### config.mk
export PLATFORM = sky130hd
export DESIGN_NAME = reg_mux_monitor
export DESIGN_NICKNAME = d
export VERILOG_FILES = /design/src/rtl/dsp48_pkg.sv /design/src/rtl/reg_mux_model.sv /design/src/rtl/reg_mux_monitor.sv
export SDC_FILE = /design/constraint.sdc
export NUM_CORES = 1
export LEC_CHECK = 0
export ABC_AREA = 1
export BUFFER_PORTS_ARGS = -buffer_cell sky130_fd_sc_hd__buf_2
export CAP_MARGIN = 15
export CORE_MARGIN = 2
export CORE_UTILIZATION = 35
export CTS_CLUSTER_SIZE = 24
export DETAILED_ROUTE_END_ITERATION = 10
export GPL_TIMING_DRIVEN = 0
export PLACE_DENSITY = 0.64
export RECOVER_POWER = 25
export SYNTH_ARGS = -nofsm -noshare
export SYNTH_HDL_FRONTEND = slang
export SYNTH_HIERARCHICAL = 1
export SYNTH_SLANG_ARGS = --single-unit
### constraint.sdc
create_clock -name clk -period 1.5 [get_ports clk]
set_input_delay 0.075 -clock clk [delete_from_list [all_inputs] [get_ports clk]]
set_output_delay 0.075 -clock clk [all_outputs]
set_load 0.01 [all_outputs]
### src/rtl/dsp48_pkg.sv
// Shared types, constants and helpers for the DSP48A1 pipeline-stage monitors.
package dsp48_pkg;

  typedef enum logic [1:0] {
    ST_IDLE = 2'd0,
    ST_WAIT = 2'd1,
    ST_RUN  = 2'd2,
    ST_HALT = 2'd3
  } mon_state_e;

  localparam string RST_SYNC  = "SYNC";
  localparam string RST_ASYNC = "ASYNC";

  // Counters up to 32 bits wide; the result sticks at 2**width-1.
  function automatic logic [31:0] sat_inc(input logic [31:0] value, input int width);
    logic [31:0] max_v;
    max_v = (width >= 32) ? 32'hFFFF_FFFF : ((32'd1 << width) - 32'd1);
    return (value >= max_v) ? max_v : value + 32'd1;
  endfunction

endpackage

### src/rtl/reg_mux_model.sv
// Cycle-accurate reference of one REG_MUX stage: the value the observed
// stage should present on its output, plus a flag that the model is primed.
module reg_mux_model
  import dsp48_pkg::*;
#(
  parameter string RSTTYPE = RST_SYNC,
  parameter int    Xy_REG  = 0,
  parameter int    WIDTH   = 18
) (
  input  logic             clk,
  input  logic             rst_n,
  input  logic [WIDTH-1:0] d,
  input  logic             dut_rst,
  input  logic             clk_en,
  output logic [WIDTH-1:0] exp,
  output logic             model_valid
);

  localparam bit IS_ASYNC = (RSTTYPE == RST_ASYNC);

  logic [WIDTH-1:0] exp_q;
  logic             valid_q;

  // NOTE: sequential state uses non-blocking (<=) so every register samples
  // pre-edge values regardless of block evaluation order.
  always_ff @(posedge clk or negedge rst_n) begin
    if (!rst_n) begin
      exp_q   <= '0;
      valid_q <= 1'b0;
    end else begin
      if (dut_rst)     exp_q <= '0;
      else if (clk_en) exp_q <= d;
      if (dut_rst || clk_en) valid_q <= 1'b1;
    end
  end

  // NOTE: assigning a default at the top of every always_comb guarantees
  // each path drives the output, so no latch is inferred.
  always_comb begin
    exp = exp_q;
    if (Xy_REG == 0)               exp = d;
    else if (IS_ASYNC && dut_rst)  exp = '0;
  end

  assign model_valid = valid_q;

endmodule

### src/rtl/reg_mux_monitor.sv
// Observer for one REG_MUX stage: compares the tapped output against a
// reference model every cycle, counts checks/errors and captures the first failure.
module reg_mux_monitor
  import dsp48_pkg::*;
#(
  parameter string RSTTYPE     = RST_SYNC,
  parameter int    Xy_REG      = 0,
  parameter int    WIDTH       = 18,
  parameter int    CNT_W       = 16,   // at most 32
  parameter int    STOP_ON_ERR = 0
) (
  input  logic             clk,
  input  logic             rst_n,
  input  logic             chk_en,
  input  logic             clr,
  input  logic [WIDTH-1:0] d,
  input  logic             dut_rst,
  input  logic             clk_en,
  input  logic [WIDTH-1:0] dut_out,
  output logic             err_pulse,
  output logic             err_sticky,
  output logic [CNT_W-1:0] err_cnt,
  output logic [CNT_W-1:0] chk_cnt,
  output logic [WIDTH-1:0] first_exp,
  output logic [WIDTH-1:0] first_act,
  output logic [CNT_W-1:0] first_cyc,
  output logic [1:0]       state
);

  mon_state_e       state_q, state_d;
  logic [CNT_W-1:0] chk_cnt_q, chk_cnt_d;
  logic [CNT_W-1:0] err_cnt_q, err_cnt_d;
  logic [CNT_W-1:0] first_cyc_q, first_cyc_d;
  logic [WIDTH-1:0] first_exp_q, first_exp_d;
  logic [WIDTH-1:0] first_act_q, first_act_d;
  logic             err_pulse_q, err_pulse_d;
  logic             err_sticky_q, err_sticky_d;

  logic [WIDTH-1:0] exp_val;
  logic             model_valid;
  logic             compare;
  logic             mismatch;

  reg_mux_model #(
    .RSTTYPE (RSTTYPE),
    .Xy_REG  (Xy_REG),
    .WIDTH   (WIDTH)
  ) u_model (
    .clk         (clk),
    .rst_n       (rst_n),
    .d           (d),
    .dut_rst     (dut_rst),
    .clk_en      (clk_en),
    .exp         (exp_val),
    .model_valid (model_valid)
  );

  assign compare  = (state_q == ST_RUN);
  assign mismatch = compare && (dut_out != exp_val);

  always_ff @(posedge clk or negedge rst_n) begin
    if (!rst_n) state_q <= ST_IDLE;
    else        state_q <= state_d;
  end

  always_comb begin
    state_d = state_q;
    if (!chk_en) begin
      state_d = ST_IDLE;
    end else begin
      case (state_q)
        ST_IDLE: state_d = ((Xy_REG == 0) || model_valid) ? ST_RUN : ST_WAIT;
        ST_WAIT: if (model_valid) state_d = ST_RUN;
        // A clear in the same cycle discards the compare, so it cannot halt.
        ST_RUN:  if (mismatch && (STOP_ON_ERR != 0) && !clr) state_d = ST_HALT;
        ST_HALT: if (clr) state_d = ST_RUN;
        default: state_d = ST_IDLE;
      endcase
    end
  end

  always_comb begin
    chk_cnt_d    = chk_cnt_q;
    err_cnt_d    = err_cnt_q;
    first_cyc_d  = first_cyc_q;
    first_exp_d  = first_exp_q;
    first_act_d  = first_act_q;
    err_sticky_d = err_sticky_q;
    err_pulse_d  = 1'b0;
    if (clr) begin
      chk_cnt_d    = '0;
      err_cnt_d    = '0;
      first_cyc_d  = '0;
      first_exp_d  = '0;
      first_act_d  = '0;
      err_sticky_d = 1'b0;
    end else if (compare) begin
      chk_cnt_d = CNT_W'(sat_inc(32'(chk_cnt_q), CNT_W));
      if (mismatch) begin
        err_pulse_d  = 1'b1;
        err_cnt_d    = CNT_W'(sat_inc(32'(err_cnt_q), CNT_W));
        err_sticky_d = 1'b1;
        if (!err_sticky_q) begin
          first_exp_d = exp_val;
          first_act_d = dut_out;
          first_cyc_d = chk_cnt_q;
        end
      end
    end
  end

  always_ff @(posedge clk or negedge rst_n) begin
    if (!rst_n) begin
      chk_cnt_q    <= '0;
      err_cnt_q    <= '0;
      first_cyc_q  <= '0;
      first_exp_q  <= '0;
      first_act_q  <= '0;
      err_pulse_q  <= 1'b0;
      err_sticky_q <= 1'b0;
    end else begin
      chk_cnt_q    <= chk_cnt_d;
      err_cnt_q    <= err_cnt_d;
      first_cyc_q  <= first_cyc_d;
      first_exp_q  <= first_exp_d;
      first_act_q  <= first_act_d;
      err_pulse_q  <= err_pulse_d;
      err_sticky_q <= err_sticky_d;
    end
  end

  assign err_pulse  = err_pulse_q;
  assign err_sticky = err_sticky_q;
  assign err_cnt    = err_cnt_q;
  assign chk_cnt    = chk_cnt_q;
  assign first_exp  = first_exp_q;
  assign first_act  = first_act_q;
  assign first_cyc  = first_cyc_q;
  assign state      = state_q;

endmodule

* Yosys cells after proc, flatten, opt, wreduce, memory -nomap -nowiden
Cells that the tools add are included.
W data, S select, Z words.
** Cells by class
- Order comparisons :: 2
- Reductions and logical operators :: 8
- Add/sub/neg operators :: 2
- Equality and inequality tests :: 8
- Mux-type cells :: 29
** Operator list (count)
- $mux W16 :: 11
- $mux W18 :: 8
- $add A16 B1 Y16 const B :: 2
- $ge A16 B16 Y1 const B :: 2
- $ne A18 B18 Y1 :: 1
- $mux W1 :: 6
- $mux W2 :: 3
- $pmux W2 S3 :: 1
- $reduce_and A3 Y1 :: 2
- $eq A2 B2 Y1 const B :: 2
- $ne A4 B1 Y1 const B :: 1
- $reduce_bool A2 Y1 :: 2
- $ne A3 B2 Y1 const B :: 1
- $ne A3 B3 Y1 const B :: 1
- $eq A2 B1 Y1 const B :: 1
- $logic_not A2 Y1 :: 1
- $ne A2 B2 Y1 const B :: 1
- $reduce_and A2 Y1 :: 1
- $logic_and A1 B1 Y1 :: 1
- $logic_or A1 B1 Y1 :: 1
** Storage, ports and cells
- Output and inout port bits :: 88
- Flip-flop bits (word level) :: 89
- Logic and storage cells :: 58

* Longest topological paths before layout
Gate-level depths: netlist of the first run.
- Word-level depth :: 5
- Gate-level depth with buffers :: 14
- Depth with buffers taken out :: 12

* Modules after synthesis
Netlist of the first run, hierarchy kept.
** By module, submodules not included
- reg_mux_monitor :: cells an instance 660, area an instance 4713.3 um2, seq. area each 2177.1 um2, instances 1
- reg_mux_model :: cells an instance 22, area an instance 171.4 um2, seq. area each 25.0 um2, instances 1

* Worst setup path after synthesis of the first run
OpenSTA, ideal clock, no wires.
- Kind :: flip-flop to flip-flop
- Start :: reg err_cnt_q[0], in the netlist err_cnt[0]
- End :: reg err_cnt_q[5], in the netlist err_cnt[5]
- Required time :: 1383 ps
- Setup time :: 117 ps
- Path buffers :: 1
- Arrival :: 1511 ps
- Stages on the path, launching flop included :: 11
- Slack :: -128 ps
- Clock period less this slack :: 1628 ps
- Path through :: dfrtp_1 ha_1 nand2_1 inv_1 nand2_1 nor2_1 nand3b_1 clkbuf_1 o21ai_0 nand2_1 nand2_1
** Between the ends
- Longest elaborated chain between the ends :: 5
- Elaborated cells between the ends (all ways) :: 6
- Classes of those cells :: 1 x add/sub; 1 x order compare; 4 x mux
** RTL lines
- from (decl) :: line reg_mux_monitor.sv:32 : logic [CNT_W-1:0] err_cnt_q, err_cnt_d;
- from (signal assigned) :: line reg_mux_monitor.sv:123 : err_cnt_q <= err_cnt_d;
- $add A16 B1 Y16 / $ge A16 B16 Y1 (equally long branches) :: line dsp48_pkg.sv:18 : return (value >= max_v) ? max_v : value + 32'd1;
- $mux W16 * :: line dsp48_pkg.sv:18
- $mux W16 * :: line reg_mux_monitor.sv:99 : if (mismatch) begin
- $mux W16 * :: line reg_mux_monitor.sv:97 : end else if (compare) begin
- $mux W16 * :: line reg_mux_monitor.sv:90 : if (clr) begin
Mark *: on every way between the ends. The rest lies on a longest branch, timed or not. The select of a mux whose other input is x is not followed.
A chain may end at the register's enable or synchronous reset.

* Worst setup path in the final report of the first run
- Start :: reg chk_cnt_q[0], in the netlist chk_cnt[0]
- End :: reg chk_cnt_q[10], in the netlist chk_cnt[10]
** Between the ends
- Longest elaborated chain between the ends :: 4
- Elaborated cells between the ends (all ways) :: 5
- Classes of those cells :: 1 x add/sub; 1 x order compare; 3 x mux
** RTL lines
- from (decl) :: line reg_mux_monitor.sv:31 : logic [CNT_W-1:0] chk_cnt_q, chk_cnt_d;
- from (signal assigned) :: line reg_mux_monitor.sv:122 : chk_cnt_q <= chk_cnt_d;
- $add A16 B1 Y16 / $ge A16 B16 Y1 (equally long branches) :: line dsp48_pkg.sv:18
- $mux W16 * :: line dsp48_pkg.sv:18
- $mux W16 * :: line reg_mux_monitor.sv:97
- $mux W16 * :: line reg_mux_monitor.sv:90
Marks and branches as above.

==> summary.txt, run 1 <==
Timing
  – Final Critical Period: 1.668 ns
  – Tcrit/Tclk final: 111.2%
  – RSZ-0062 raised after global routing: yes
  – Worst rel slew slack: 57.97%
  – Fin. Hold Viols: 0
  – Final worst slack: -0.1676 ns
  – Worst-margin pin slew: 0.6304 ns
  – Fmax: 599.6 MHz
  – # setup viols final: 18
  – Setup Skew: 0.005597 ns
  – Final slew viol count: 0
  – Worst hold margin: 0.07661 ns

Routing
  – Routed vias/inst: 4.640
  – Vias: 4,686
  – Drt pass-1 iters: 5
  – Remaining DRCs: 0
  – Drt total wl: 13.77 mm
  – ANT nets after route: 0
  – DRT iter0 DRCs: 457
  – Routed wire per std cell: 13.63 um

Critical path
  – CP Launch Type: flop
  – Critical Path Sink Type: flop
  – Setup crit start: chk_cnt[0]
  – Worst endpoint data arrival time: 1.92 ns
  – Critical register-to-register path endpoint: chk_cnt[10]
  – Max FO, Critical Path: 7
  – Critical Path End: chk_cnt[10]
  – R2R Path Start: chk_cnt[0]
  – R2R depth: 11
  – CP Data Required Time: 1.75 ns
  – Reg2Reg Setup Slack: -0.17 ns
  – Critical setup path kind: reg -> reg

Layout
  – Most frequent cells in the layout: nand2_1 (218), buf_2 (112), dfrtp_1 (83), nor2_1 (73), inv_1 (72)
  – Final Non-Filler Cells: 1,010
  – Most common cell after layout, fill and taps aside: nand2_1
  – Nets: 870
  – Area Overhead vs Synth: 31.20%
  – Diode count: 0
  – Ratio of cells with drive above 1 in the final layout: 29.16%

Power
  – Worst IR Drop VDD: 0.0004627 V
  – Leak Pwr: 3.681 nW
  – Power density over the cells: 861.7 nW/um^2

Floorplanning
  – Die width: 121.7 um
  – Number of placement rows: 43
  – Initial Utilization: 35.34%
  – Core Area: 13,720 um^2
  – I/O pin total: 130
  – Die Ht: 121.7 um
  – Die Area: 14,810 um^2

Synthesis
  – Post-Synthesis Cells: 678
  – Syn Nets: 722
  – Yosys warnings: 6
  – Synthesized area: 4848 um^2
  – Syn_area_per_cell: 7.151 um^2

GRT
  – First-pass GRT wire length: 21.05 mm
  – Total Routing Usage GR: 18.18%
  – Largest net degree at the start of global routing: 68
  – Vias in the first global route: 4,156
  – Overflow after GRT: 0
  – Initial antenna violation count: 0

Clock network
  – CTS tree: yes
  – Worst-Skew Late Latency: 0.34 ns
  – Clk root buf: clkbuf_16
  – Clock buffers created by TritonCTS: 9
  – Clock transition at the registers of the reported paths: 0.06 ns
  – Clk buf depth: 2
  – Clock Sinks: 87
  – Htree depth: 3

Status
  – Status: finished with violations
  – Failing checks: setup timing

Place
  – Gpl congestion: 0.8554
  – # port buffers: 107
  – Inst Count DP: 966
  – DP HPWL: 9.723 mm

Hold path
  – Worst hold path type: in -> reg

Run
  – Max Cap Viol: 0
## final cells by class
class | instances | area, um^2
Fill cell | 1399 | 7358
Buffer | 46 | 292.8
Inverter | 74 | 277.8
Timing Repair Buffer | 137 | 784.5
Tap cell | 180 | 225.2
Clock buffer | 11 | 232.7
Sequential cell | 87 | 2182
Clock inverter | 4 | 47.55
Multi-Input combinational cell | 471 | 2318
## per-stage QoR
stage	worst slack, ns	util [%]	total power [mW]	setup TNS, ns	area, um^2
final	-0.1676	46.37	5.482	-1.985	6361
after CTS	-0.1648	44.76	5.545	-2.230	6141
after global routing	-0.2850	46.37	5.758	-6.073	6361
after global placement	-0.5551	40.97	3.302	-59.60	5620
after detailed placement	-0.2565	41.19	3.320	-10.82	5650
after floorplan	-0.06511	-	2.989	-0.9098	4860
## sequential cells by signal (all words and copies together) (netlist names)
signal and cells:
first_act 18, first_exp 18, first_cyc 16, chk_cnt 16
err_cnt 16, err_sticky 1, state 1, err_pulse 1
## power breakdown
group	total [mW]	switching, mW	internal [mW]
Combinational	0.784	0.483	0.301
Sequential	2.53	0.0708	2.46
Clock	2.17	0.891	1.28
Total	5.48	1.44	4.04
## worst min-delay path by stage
stage                          to  slack [ns]  cells after the start   start
global route        first_exp[14]        0.09                      5   d[14]
detailed placement   first_act[4]      -0.006                      1   rst_n
CTS                 first_exp[12]        0.06                      5   d[12]
finish              first_exp[13]        0.08                      5   d[13]
floorplan              chk_cnt[0]       -0.22                      0   rst_n
global placement         state[1]        0.22                      1  chk_en
## worst max-delay path: stages, from the launching register on
cell,delay [ns]
dfrtp_1,0.41
ha_4,0.17
nand3_4,0.08
nor2_4,0.14
nand2_4,0.08
nor2_4,0.13
nand2_2,0.08
nor2_4,0.17
nand2_4,0.11
nand2_2,0.07
nand2_1,0.05
o21ai_1,0.08
## metal layers
metal | GRT usage, % | up-vias | share of wire (%)
met3 | 2.809 | 17 | 3.7
met4 | 7.040 | 0 | 1.9
met1 | 25.32 | 2177 | 47
met2 | 28.51 | 121 | 47
li1 | - | 2371 | -
met5 | 0 | - | 0
## repair_timing
item / CTS / global route
cloned: 1 / 0
gates resized for setup: 25 / 63
endpoints found under the hold margin: 21 / 0
buffers inserted: 18 / 8
endpoints found under the setup margin: 31 / 59
pin swaps: 11 / 27
hold buffers: 2 / 0
No activity file was read; power rests on OpenSTA's default activity.
==> run 2, diff against run 1 <==
Settings changed: ABC_AREA 1 to 0, PLACE_DENSITY 0.64 to default, PLACE_DENSITY_LB_ADDON from default to 0.12, SKIP_CTS_REPAIR_TIMING from default to 1.
==> summary.txt, run 2 <==
Critical path
  – Critical register-to-register path endpoint: err_cnt[13]
  – Crit-path cells: ha_2 -> and3_4 -> and4_1 -> buf_6 -> nand4_4 -> buf_2 -> nand2_1 -> o311a_1
  – Slowest stage delay, CP: 0.42 ns
  – CP Data Required Time: 1.72 ns
  – Critical Path Sink Type: flop
  – R2R Path Start: err_cnt[0]
  – CP Launch Type: flop
  – Reg2Reg Setup Slack: -0.37 ns
  – Slowest cell on crit path: dfrtp_1
  – Critical setup path kind: reg -> reg
  – R2R depth: 8
  – Worst endpoint data arrival time: 2.09 ns
  – Max FO, Critical Path: 7

Place
  – # port buffers: 107
  – Gpl congestion: 0.7967
  – DP HPWL: 7.772 mm
  – Inst Count DP: 605

Routing
  – Routed vias/inst: 5.387
  – Routed wire per std cell: 17.67 um
  – ANT nets after route: 0
  – Remaining DRCs: 0
  – Drt pass-1 iters: 4
  – Vias: 3,588
  – DRT iter0 DRCs: 152
  – Drt total wl: 11.77 mm

GRT
  – Met1 GRT Util: 25.51%
  – Largest net degree at the start of global routing: 49
  – Overflow after GRT: 0
  – Vias in the first global route: 3,333
  – GR Util met2: 27.84%
  – GR Layer Usage met3: 2.885%
  – Most used routing layer: met2
  – Total Routing Usage GR: 18.02%
  – First-pass GRT wire length: 17.84 mm
  – Initial antenna violation count: 0

Layout
  – Final Non-Filler Cells: 666
  – Most frequent cells in the layout: buf_2 (109), dfrtp_1 (79), a22o_1 (52), buf_4 (41)
  – Area Overhead vs Synth: 42.14%
  – Most common cell after layout, fill and taps aside: buf_2
  – Diode count: 0
  – Nets: 562
  – FILL cells: 1,067
  – Ratio of cells with drive above 1 in the final layout: 46.46%

Power
  – Power density over the cells: 929.8 nW/um^2
  – Net Sw Frac: 25.37%
  – Leak Pwr: 2.908 nW
  – Int Pwr: 4.003 mW
  – Worst IR Drop VDD: 0.0004717 V
  – Combinational power share: 11.9%
  – Clk pwr share: 42.0%
  – Sw Pwr: 1.361 mW
  – Sequential power share: 46.1%

Status
  – Status: finished with violations
  – Failing checks: hold timing, setup timing

Hold path
  – Hold EP: first_exp[3]
  – Hold Startpoint: d[3]
  – WHS Path Cells: 2
  – Worst hold path type: in -> reg

Synthesis
  – Yosys warnings: 6
  – Syn_area_per_cell: 11.47 um^2
  – Synthesized area: 4059 um^2
  – Syn Nets: 398
  – Post-Synthesis Cells: 354

Timing
  – Fin. Hold Viols: 3
  – Final worst slack: -0.3650 ns
  – # setup viols final: 79
  – Worst hold margin: -0.005243 ns
  – Setup Skew: 0.008832 ns
  – Worst rel slew slack: 28.56%
  – Setup TNS: -9.324 ns
  – Worst-margin pin slew: 1.072 ns
  – Final Critical Period: 1.865 ns
  – Final slew viol count: 0
  – Tcrit/Tclk final: 124.3%
  – RSZ-0062 raised after global routing: yes
  – Fmax: 536.2 MHz

Floorplanning
  – Core Area: 11,370 um^2
  – Die Area: 12,470 um^2
  – Number of placement rows: 39
  – I/O pin total: 130
  – Die Ht: 111.7 um
  – Initial Utilization: 35.70%
  – Die width: 111.7 um

Clock network
  – Clock buffers created by TritonCTS: 9
  – Htree depth: 3
  – Clock Sinks: 87
  – Clk root buf: clkbuf_16
  – Clock transition at the registers of the reported paths: 0.06 ns
  – CTS tree: yes
  – Clk buf depth: 2
  – Worst-Skew Late Latency: 0.34 ns

Run
  – Max Cap Viol: 0
==> run 2: metrics by stage <==
step	total power, mW	utilization (%)	cell area (um^2)	setup WS [ns]
3_5_place_dp	3.096	43.29	4922	-0.4856
3_3_place_gp	3.078	43.03	4892	-0.6598
4_1_cts	5.357	45.92	5221	-0.4631
5_1_grt	5.603	50.74	5769	-0.4555
6_report	5.364	50.74	5769	-0.3650
2_1_floorplan	2.829	-	4178	-0.2859
==> run 2: layout make-up <==
cell class                      count  area [um^2]  share of cell area [%]
Multi-Input combinational cell    218         1789                   31.01
Sequential cell                    87         2187                   37.91
Clock buffer                        9        225.2                   3.904
Buffer                             44        341.6                   5.921
Tap cell                          143        178.9                   3.101
Clock inverter                      7        73.82                   1.280
Timing Repair Buffer              154        958.4                   16.61
Inverter                            4        15.01                  0.2602
==> run 2: power by group through the flow <==
stage	combinational (mW)	sequential, mW	clock [mW]
3_3_place_gp	0.560	2.52	0
2_1_floorplan	0.282	2.55	0
3_5_place_dp	0.577	2.52	0
5_1_grt	0.700	2.48	2.42
4_1_cts	0.578	2.48	2.30
6_report	0.637	2.47	2.25
==> run 2: worst max path at each step <==
stage,start,endpoint,slack [ns],cells after the start
floorplan,err_cnt[1],err_cnt[13],-0.29,8
global placement,rst_n,chk_cnt[7],-0.66,1
detailed placement,dut_out[14],first_cyc[11],-0.49,8
CTS,err_cnt[0],err_cnt[10],-0.46,7
global route,err_cnt[0],err_cnt[4],-0.46,8
finish,err_cnt[0],err_cnt[13],-0.37,8
==> run 2: layer usage <==
metal  vias to the layer above  wire length [um]
li1                       1660                 -
met3                        14               520
met5                         -                 0
met2                       109              5597
met1                      1805              5484
met4                         0               167
==> run 2: critical path, delay by kind of cell (launching register included) <==
kind | cells | cell delay (ns)
adders and majority gates | 1 | 0.22
DFF | 1 | 0.42
AOI/OAI and AO/OA | 1 | 0.29
and+or+nand+nor | 4 | 0.51
buffers and inverters | 2 | 0.30
==> run 3, diff against run 2 <==
Settings changed: TNS_END_PERCENT from default to 5.
==> summary.txt, run 3 (synthesized netlist as in run 2, its figures left out) <==
Place
  – DP HPWL: 7.836 mm
  – Inst Count DP: 605
  – Gpl congestion: 0.7850
  – # port buffers: 107
  – Placed Instance Area: 4832 um^2

Clock network
  – Worst-Skew Late Latency: 0.34 ns
  – Clock Sinks: 87
  – Clock transition at the registers of the reported paths: 0.06 ns
  – Htree depth: 3
  – Clk root buf: clkbuf_16
  – Clock buffers created by TritonCTS: 9
  – CTS tree: yes
  – Clk buf depth: 2

Power
  – Clk pwr share: 39.3%
  – Net Sw Frac: 24.87%
  – Int Pwr: 3.866 mW
  – Power density over the cells: 905.7 nW/um^2
  – Sw Pwr: 1.280 mW
  – Sequential power share: 48.1%
  – Worst IR Drop VDD: 0.0004388 V
  – Combinational power share: 12.6%
  – Leak Pwr: 2.854 nW

GRT
  – Initial antenna violation count: 0
  – Largest net degree at the start of global routing: 55
  – First-pass GRT wire length: 17.66 mm
  – Vias in the first global route: 3,237
  – Overflow after GRT: 0
  – Total Routing Usage GR: 17.96%

Floorplanning
  – Initial Utilization: 35.70%
  – Die width: 111.7 um
  – Die Ht: 111.7 um
  – Die Area: 12,470 um^2
  – I/O pin total: 130
  – Core Area: 11,370 um^2
  – Number of placement rows: 39

Layout
  – Final Cell Area: 5682 um^2
  – Area Overhead vs Synth: 39.98%
  – Final Non-Filler Cells: 661
  – Most frequent cells in the layout: buf_2 (103), dfrtp_1 (79), a22o_1 (52), buf_4 (38), dlygate4sd3_1 (25)
  – Ratio of cells with drive above 1 in the final layout: 41.51%
  – Most common cell after layout, fill and taps aside: buf_2
  – Diode count: 0
  – Nets: 559
  – FILL cells: 1,065

Critical path
  – Reg2Reg Setup Slack: -0.40 ns
  – Max FO, Critical Path: 7
  – Critical setup path kind: reg -> reg
  – Critical Path Sink Type: flop
  – Slowest cell on crit path: dfrtp_2
  – Worst endpoint data arrival time: 2.11 ns
  – Crit path max-delay family: simple AND/OR/NAND/NOR gates
  – CP Data Required Time: 1.71 ns
  – Buffers & Inverters on Critical Path: 2
  – Crit-path cells: ha_4 -> and3_4 -> and4_1 -> buf_6 -> nand4_4 -> clkbuf_16 -> nand2_1 -> o311a_1
  – CP Launch Type: flop
  – Slowest stage delay, CP: 0.45 ns

Routing
  – Drt total wl: 11.71 mm
  – Routed vias/inst: 5.330
  – Drt pass-1 iters: 4
  – Routed wire per std cell: 17.72 um
  – ANT nets after route: 0
  – Vias: 3,523
  – DRT iter0 DRCs: 172
  – Remaining DRCs: 0

Status
  – Status: finished with violations
  – Failing checks: hold timing, setup timing

Timing
  – Fmax: 526.7 MHz
  – Setup TNS: -8.330 ns
  – Final Critical Period: 1.899 ns
  – RSZ-0062 raised after global routing: yes
  – Final slew viol count: 0
  – Fin. Hold Viols: 6
  – # setup viols final: 81
  – Worst-margin pin slew: 0.9223 ns
  – Setup Skew: 0.007932 ns
  – Final worst slack: -0.3985 ns
  – Worst rel slew slack: 38.52%
  – Worst hold margin: -0.01212 ns
  – Tcrit/Tclk final: 126.6%

Hold path
  – Worst hold path type: in -> reg

Run
  – Max Cap Viol: 0
-- run 3: cell count changes in the layout (fill, tap and decap cells not counted), moves of 3 or more --
| cell | delta |
|---|---|
| buf_6 | -9 |
| clkbuf_1 | +8 |
| dlygate4sd3_1 | +8 |
| buf_2 | -6 |
| clkinvlp_4 | -4 |
| buf_4 | -3 |
-- run 3: per-stage QoR --
stage          util, %  setup slack (ns)  total power [mW]
6_report         49.97           -0.3985             5.146
5_1_grt          49.97           -0.4590             5.369
4_1_cts          44.81           -0.4070             5.114
3_5_place_dp     42.50           -0.5561             3.076
3_3_place_gp     42.24           -0.5069             3.061
2_1_floorplan        -           -0.2865             2.813
-- run 3: area by class of cell --
type | count | area (um^2) | share of cell area, %
repair buffers | 151 | 953.4 | 16.78
well taps | 143 | 178.9 | 3.149
inverters | 4 | 15.01 | 0.2643
clock buffers | 10 | 239.0 | 4.206
flip-flops and latches | 87 | 2187 | 38.49
plain buffers | 44 | 325.3 | 5.726
clock inverters | 4 | 23.77 | 0.4184
multi-input cells | 218 | 1759 | 30.96
-- run 3: per-layer routing --
metal / share of wire, % / vias to the layer above / track usage (%)
met2: 47 / 122 / 27.60
li1: - / 1642 / -
met1: 46 / 1747 / 25.50
met4: 1.2 / 0 / 5.350
met5: 0 / - / 0
met3: 5.8 / 12 / 4.083
-- run 3: power by group through the flow --
| stage | registers (mW) | clock network [mW] | logic (mW) |
|---|---|---|---|
| 2_1_floorplan | 2.54 | 0 | 0.270 |
| 3_3_place_gp | 2.51 | 0 | 0.549 |
| 3_5_place_dp | 2.51 | 0 | 0.562 |
| 4_1_cts | 2.47 | 2.08 | 0.564 |
| 5_1_grt | 2.48 | 2.17 | 0.711 |
| 6_report | 2.47 | 2.02 | 0.649 |
-- run 3: path summary, 6_finish.rpt --
path | start | endpoint | depth (start not counted)
setup / recovery | err_cnt[0] | err_cnt[13] | 8
hold / removal | d[12] | first_exp[12] | 2
setup reg to reg | err_cnt[0] | err_cnt[13] | 8
hold reg to reg | first_exp[10] | first_exp[10] | 1
max in group asynchronous | rst_n | chk_cnt[5] | 3
min in group asynchronous | rst_n | first_exp[6] | 2
